File: src/rtl/bnn_classifier.sv
// Binarised NN classifier: XNOR-popcount scoring against a weight ROM.
// Ports: clk, rst, img_in, write_enable -> weight_addr, weight_word,
//   busy, result_out, best_score, result_ready.
// Optional: define BNN_CLASSIFIER_REJECT_EN to report 8'hFF when the
//   winning score is below REJECT_THRESH.
module bnn_classifier #(
  parameter int IMG_BITS      = 784,
  parameter int NUM_CLASSES   = 10,
  parameter int CHUNK         = 16,
  parameter int REJECT_THRESH = 0
) (
  input  logic clk,
  input  logic rst,
  input  logic [IMG_BITS-1:0] img_in,
  input  logic write_enable,
  output logic [$clog2(NUM_CLASSES*(IMG_BITS/CHUNK))-1:0] weight_addr,
  input  logic [CHUNK-1:0] weight_word,
  output logic busy,
  output logic [7:0] result_out,
  output logic [$clog2(IMG_BITS+1)-1:0] best_score,
  output logic result_ready
);

  localparam int NCHUNK = IMG_BITS / CHUNK;
  localparam int TOTAL  = NUM_CLASSES * NCHUNK;
  localparam int AW     = $clog2(TOTAL);
  localparam int SW     = $clog2(IMG_BITS + 1);
  localparam int CIW    = (NCHUNK > 1) ? $clog2(NCHUNK) : 1;
  localparam int CLW    = $clog2(NUM_CLASSES);

  localparam logic [AW-1:0]  LAST_A = AW'(TOTAL - 1);
  localparam logic [CIW-1:0] LAST_C = CIW'(NCHUNK - 1);

  if ((IMG_BITS % CHUNK) != 0) begin : g_chunk_chk
    $error("IMG_BITS must be a multiple of CHUNK");
  end
  if (NUM_CLASSES < 2 || NUM_CLASSES > 255) begin : g_cls_chk
    $error("NUM_CLASSES out of range");
  end
  if (REJECT_THRESH < 0) begin : g_thr_chk
    $error("REJECT_THRESH must be non-negative");
  end

  typedef enum logic [1:0] {
    IDLE,
    FETCH,
    DRAIN,
    DONE
  } state_t;

  state_t state;
  state_t state_n;

  logic [IMG_BITS-1:0] img_q;
  logic [AW-1:0]       f_addr;
  logic [CIW-1:0]      f_chunk;
  logic [CLW-1:0]      f_cls;

  // Tags for the ROM word arriving this cycle
  // (one cycle behind its address).
  logic           d_valid;
  logic           d_last;
  logic [CIW-1:0] d_chunk;
  logic [CLW-1:0] d_cls;

  logic [SW-1:0]  acc;
  logic [SW-1:0]  best_sc;
  logic [CLW-1:0] best_idx;

  logic [CHUNK-1:0] chunk_w;
  logic [CHUNK-1:0] match;
  logic [SW-1:0]    pop;
  logic [SW-1:0]    sum;
  logic             take;
  logic [SW-1:0]    win_sc;
  logic [CLW-1:0]   win_idx;

  wire start = (state == IDLE) && write_enable;
  wire f_end = (state == FETCH) && (f_addr == LAST_A);

  always_ff @(posedge clk or posedge rst) begin
    if (rst) state <= IDLE;
    else     state <= state_n;
  end

  always_comb begin
    state_n = state;
    unique case (state)
      IDLE:  if (write_enable) state_n = FETCH;
      FETCH: if (f_addr == LAST_A) state_n = DRAIN;
      DRAIN: state_n = DONE;
      DONE:  state_n = IDLE;
      default: state_n = IDLE;
    endcase
  end

  always_ff @(posedge clk or posedge rst) begin
    if (rst) begin
      img_q   <= '0;
      f_addr  <= '0;
      f_chunk <= '0;
      f_cls   <= '0;
      d_valid <= 1'b0;
      d_last  <= 1'b0;
      d_chunk <= '0;
      d_cls   <= '0;
    end else begin
      if (start) img_q <= img_in;
      d_valid <= (state == FETCH);
      d_last  <= (f_chunk == LAST_C);
      d_chunk <= f_chunk;
      d_cls   <= f_cls;
      if (state != FETCH || f_end) begin
        f_addr  <= '0;
        f_chunk <= '0;
        f_cls   <= '0;
      end else begin
        f_addr <= f_addr + 1'b1;
        if (f_chunk == LAST_C) begin
          f_chunk <= '0;
          f_cls   <= f_cls + 1'b1;
        end else begin
          f_chunk <= f_chunk + 1'b1;
        end
      end
    end
  end

  assign chunk_w = img_q[d_chunk*CHUNK +: CHUNK];
  assign match   = ~(chunk_w ^ weight_word);

  always_comb begin
    pop = '0;
    for (int i = 0; i < CHUNK; i++) begin
      pop = pop + SW'(match[i]);
    end
  end

  assign sum = acc + pop;

  // Class 0 always seeds the running best; later classes
  // must strictly beat it, so ties keep the lower index.
  assign take    = (d_cls == '0) || (sum > best_sc);
  assign win_sc  = take ? sum : best_sc;
  assign win_idx = take ? d_cls : best_idx;

  always_ff @(posedge clk or posedge rst) begin
    if (rst) begin
      acc        <= '0;
      best_sc    <= '0;
      best_idx   <= '0;
      best_score <= '0;
      result_out <= '0;
    end else begin
      if (d_valid) begin
        if (d_last) begin
          acc      <= '0;
          best_sc  <= win_sc;
          best_idx <= win_idx;
        end else begin
          acc <= sum;
        end
      end
      // The last word lands in DRAIN; the result becomes
      // visible from the DONE cycle on.
      if (state == DRAIN) begin
        best_score <= win_sc;
`ifdef BNN_CLASSIFIER_REJECT_EN
        if (int'(win_sc) < REJECT_THRESH) result_out <= 8'hFF;
        else result_out <= 8'(win_idx);
`else
        result_out <= 8'(win_idx);
`endif
      end
    end
  end

  assign busy         = (state != IDLE);
  assign result_ready = (state == DONE);
  assign weight_addr  = (state == FETCH) ? f_addr : '0;

endmodule

File: config.mk
export PLATFORM = sky130hd
export DESIGN_NAME = bnn_classifier
export DESIGN_NICKNAME = d
export VERILOG_FILES = /design/src/rtl/bnn_classifier.sv
export SDC_FILE = /design/constraint.sdc
export NUM_CORES = 2
export LEC_CHECK = 0
export BUFFER_PORTS_ARGS = -buffer_cell sky130_fd_sc_hd__buf_2
export CORE_MARGIN = 5
export CORE_UTILIZATION = 38
export CTS_CLUSTER_SIZE = 30
export DETAILED_ROUTE_END_ITERATION = 16
export MAX_ROUTING_LAYER = met4
export PLACE_DENSITY = 0.68
export SYNTH_ARGS = -nofsm -noshare
export SYNTH_HDL_FRONTEND = slang
export SYNTH_SLANG_ARGS = --single-unit
File: constraint.sdc
create_clock -name clk -period 38.7 [get_ports clk]
set_input_delay 7.74 -clock clk [delete_from_list [all_inputs] [get_ports clk]]
set_output_delay 7.74 -clock clk [all_outputs]
set_load 0.05 [all_outputs]
==> results.md <==
- Worst Hold Depth: 0
- Final total power: ~0.002 W
- Clock Path Buffers: 3
- RR Startpoint: d_chunk[0]
- Final Critical Period: between 10000 and 15000 ps
- WHS: between 400 and 500 ps
- Clock Sinks: between 800 and 900
- Maximum fanout along the worst path: 14
- GRT Util Overall: 0.239
- Post-synth EDFFs: 0
- Final setup fails: 0
- Post-route ant nets: 0
- Max Cap Viol: 0
- Layout cells sized above 1: 0.556
- Measured slew at the worst slew-check pin: about 1100 ps
- Hold endpoint: d_cls[3]
- Post-Syn Area: between 0.03 and 0.04 mm2
- Die Y: between 300 and 400 um
- Core area: 0.102 mm2
- Die Area: around 0.11 mm2
- Combinational group share of total power: 0.130
- Critical Path Source Type: input pin
- Critical path arrival: 14360 ps
- GPL Wtd Cong: about 0.88
- H-Tree Depth: 3
- Reg2Reg Depth: 27
- Most common flop cell mapped by yosys: dfrtp_1
- Seq pwr share: 0.442
- Clk_lat worst skew: 680 ps
- Pwr dens: around 43 mW/mm2
- Asr flop ratio synth: 1.00
- Sw Share: 0.261
- PortBufs: approximately 830
- DRT Wirelength: about 130000 um
- Syn_area_per_cell: roughly 15 um2
- Sw Pwr: about 0.00054 W
- Worst R2R Setup Slack: ~28000 ps
- First-pass GRT wire length: 189000 um
- Fin crit share: 0.357
- Worst-path clk slew: 60 ps
- DRT iter0 DRCs: ~1600
- Hold WC Path Type: flop to flop
- Critical path class: input pin to flop
- Post-CTS Hold Buffers: 0
- Hold Vio Cnt, Final: 0
- Ys Warns: 0
- Routed vias/inst: ~5.2
- Worst path required time: 39260 ps
- Status: finished clean
- Setup bufs post-CTS: 0
- Nets: ~4300
- # placed instances: about 4700
- CTS tree: yes
- Seq cells post-synth: around 860
- Root Buffer: clkbuf_16
- Most common cell after layout, fill and taps aside: dfrtp_1
- Achievable Freq: around 0.072 GHz
- Synth unique cells: 58
- Worst Skew: approximately 22 ps
- DR pass1 iterations: 5
- RSZ-0062 raised after global routing: no
- Placed cell area: approximately 0.045 mm2
- Commonest non-fill, non-tap cells in the layout: dfrtp_1, buf_2, mux2_2
- Clock power frac: 0.428
- Largest net degree at the start of global routing: between 150 and 200
- R2R Path End: best_sc[6]
- DR DRC count: 0
- FP Rows: 117
- Num CTS Buffers: between 90 and 100
- Seq/Total Area, Yosys: 0.545
- Area delta synth->final: 21.9%
- DP HPWL: between 100000 and 150000 um
- DR vias: roughly 26000
- DR WL/cell: 26.4 um
- Worst Min Path Start: f_cls[3]
- Slew Viols, Final: 0
- Gate Count Post-Synth: 2651
- Maximum vdd ir drop: 0.0328 mV
- Final instance area: around 0.048 mm2
- Gr ovfl total: 0
- Starting density of the core: 0.384
- Leak pwr: 24.0 nW
- Slew margin rel.: 0.247
- Initial antenna violation count: 84
- Post-Layout Cell Count: approximately 5000
- Critical Path End Type: flop
- Setup tns final: 0 ps
- Vias in the first global route: approximately 28000
- Die W: between 300 and 400 um
- Ports: approximately 830
- # resized after CTS: 0
- Int Power: roughly 0.0015 W
-- cells in the mapped netlist (6+ instances only) --
cell type,count,share of area
ha_1,28,0.0089
buf_4,25,0.0048
buf_2,20,0.0026
nand3_1,17,0.0022
xnor2_1,18,0.0040
a22oi_1,29,0.0055
o2111ai_1,11,0.0025
o31ai_1,6,0.0011
buf_6,9,0.0026
o21ai_0,6,0.00077
mux2_2,802,0.23
mux2_1,7,0.0020
mux2i_1,154,0.039
nand2_1,58,0.0055
a31oi_1,23,0.0037
fa_1,12,0.0061
clkbuf_1,114,0.011
a211o_1,10,0.0022
mux4_2,128,0.073
xor2_1,17,0.0038
nor2_1,48,0.0046
o21ai_1,9,0.0011
nand4_1,7,0.0011
buf_1,6,0.00057
dfrtp_1,855,0.55
a21oi_1,28,0.0036
o22ai_1,56,0.0089
and2_1,10,0.0016
nor3_1,17,0.0022
a211oi_1,8,0.0015
inv_1,60,0.0057
-- critical path, stage by stage --
cell and delay [ps]:
buf_2 100, xor2_1 170, fa_1 540, inv_1 50, fa_1 580, inv_1 80, fa_1 530, inv_1 50
fa_1 490, fa_1 220, inv_1 80, fa_1 450, nor2b_1 160, o31a_1 190, o2111ai_1 140, xnor2_1 290
ha_1 320, and4_1 230, nand4_1 260, nand3b_1 440, a21oi_2 840, mux2_2 410
-- cells by family after synthesis --
| kind of cell | after synthesis | share of synthesized area |
|---|---|---|
| AO/OA/AOI/OAI | 213 | 0.0376 |
| AND/OR/NAND/NOR | 182 | 0.0219 |
| adder cells (fa/ha/maj) | 40 | 0.0151 |
| flip-flops | 855 | 0.545 |
| XOR/XNOR | 35 | 0.00781 |
| multiplexers | 1091 | 0.345 |
| other | 1 | 0.0000956 |
| buffers and inverters | 234 | 0.0271 |
-- metrics by stage --
step           setup slack, ps  utilization
4_1_cts                  24930        0.466
3_3_place_gp             24280        0.437
6_report                 24900        0.468
5_1_grt                  24540        0.468
2_1_floorplan             6940            -
3_5_place_dp             24210        0.437
-- state kept, by name, indices dropped and copies added, names as in the netlist --
register and cells:
d_chunk 6, d_valid 1, best_score 10, best_idx 4
best_sc 10, acc 10, result_out 4, img_q 784
f_cls 4, d_last 1, state 2, f_addr 9
d_cls 4, f_chunk 6
-- power by group through the flow --
stage	sequential [W]	clock, W	combinational (W)
final	0.000906	0.000876	0.000267
after floorplan	0.000922	0	0.000171
after CTS	0.000905	0.000896	0.000267
after detailed placement	0.000922	0	0.000265
after global routing	0.000906	0.000928	0.000304
after global placement	0.000922	0	0.000256
-- layout make-up --
| type | count | area, um2 |
|---|---|---|
| Clock buffer | 134 | 2670 |
| Inverter | 60 | 233 |
| Timing Repair Buffer | 862 | 4480 |
| Tap cell | 1368 | 1710 |
| Antenna cell | 79 | 198 |
| Clock inverter | 31 | 344 |
| Multi-Input combinational cell | 1565 | 16800 |
| Sequential cell | 855 | 21400 |
| Fill cell | 9345 | 54300 |
-- per-layer routing --
metal | up-vias | GRT usage | wire [um]
li1 | 11500 | - | -
met1 | 13300 | 0.287 | 52300
met2 | 783 | 0.391 | 65500
met3 | 185 | 0.0650 | 8760
met4 | 0 | 0.0822 | 4030
met5 | - | - | 0
-- worst max-delay path by stage --
stage	start	end	slack [ps]	cells after the start
global placement	weight_word[14]	best_sc[6]	24280	22
CTS	weight_word[14]	best_sc[6]	24930	22
floorplan	rst	acc[0]	6940	1
global route	weight_word[14]	best_sc[7]	24540	22
finish	weight_word[14]	best_sc[6]	24900	22
detailed placement	weight_word[14]	best_sc[6]	24210	22
(Power assumes the default switching activity.)
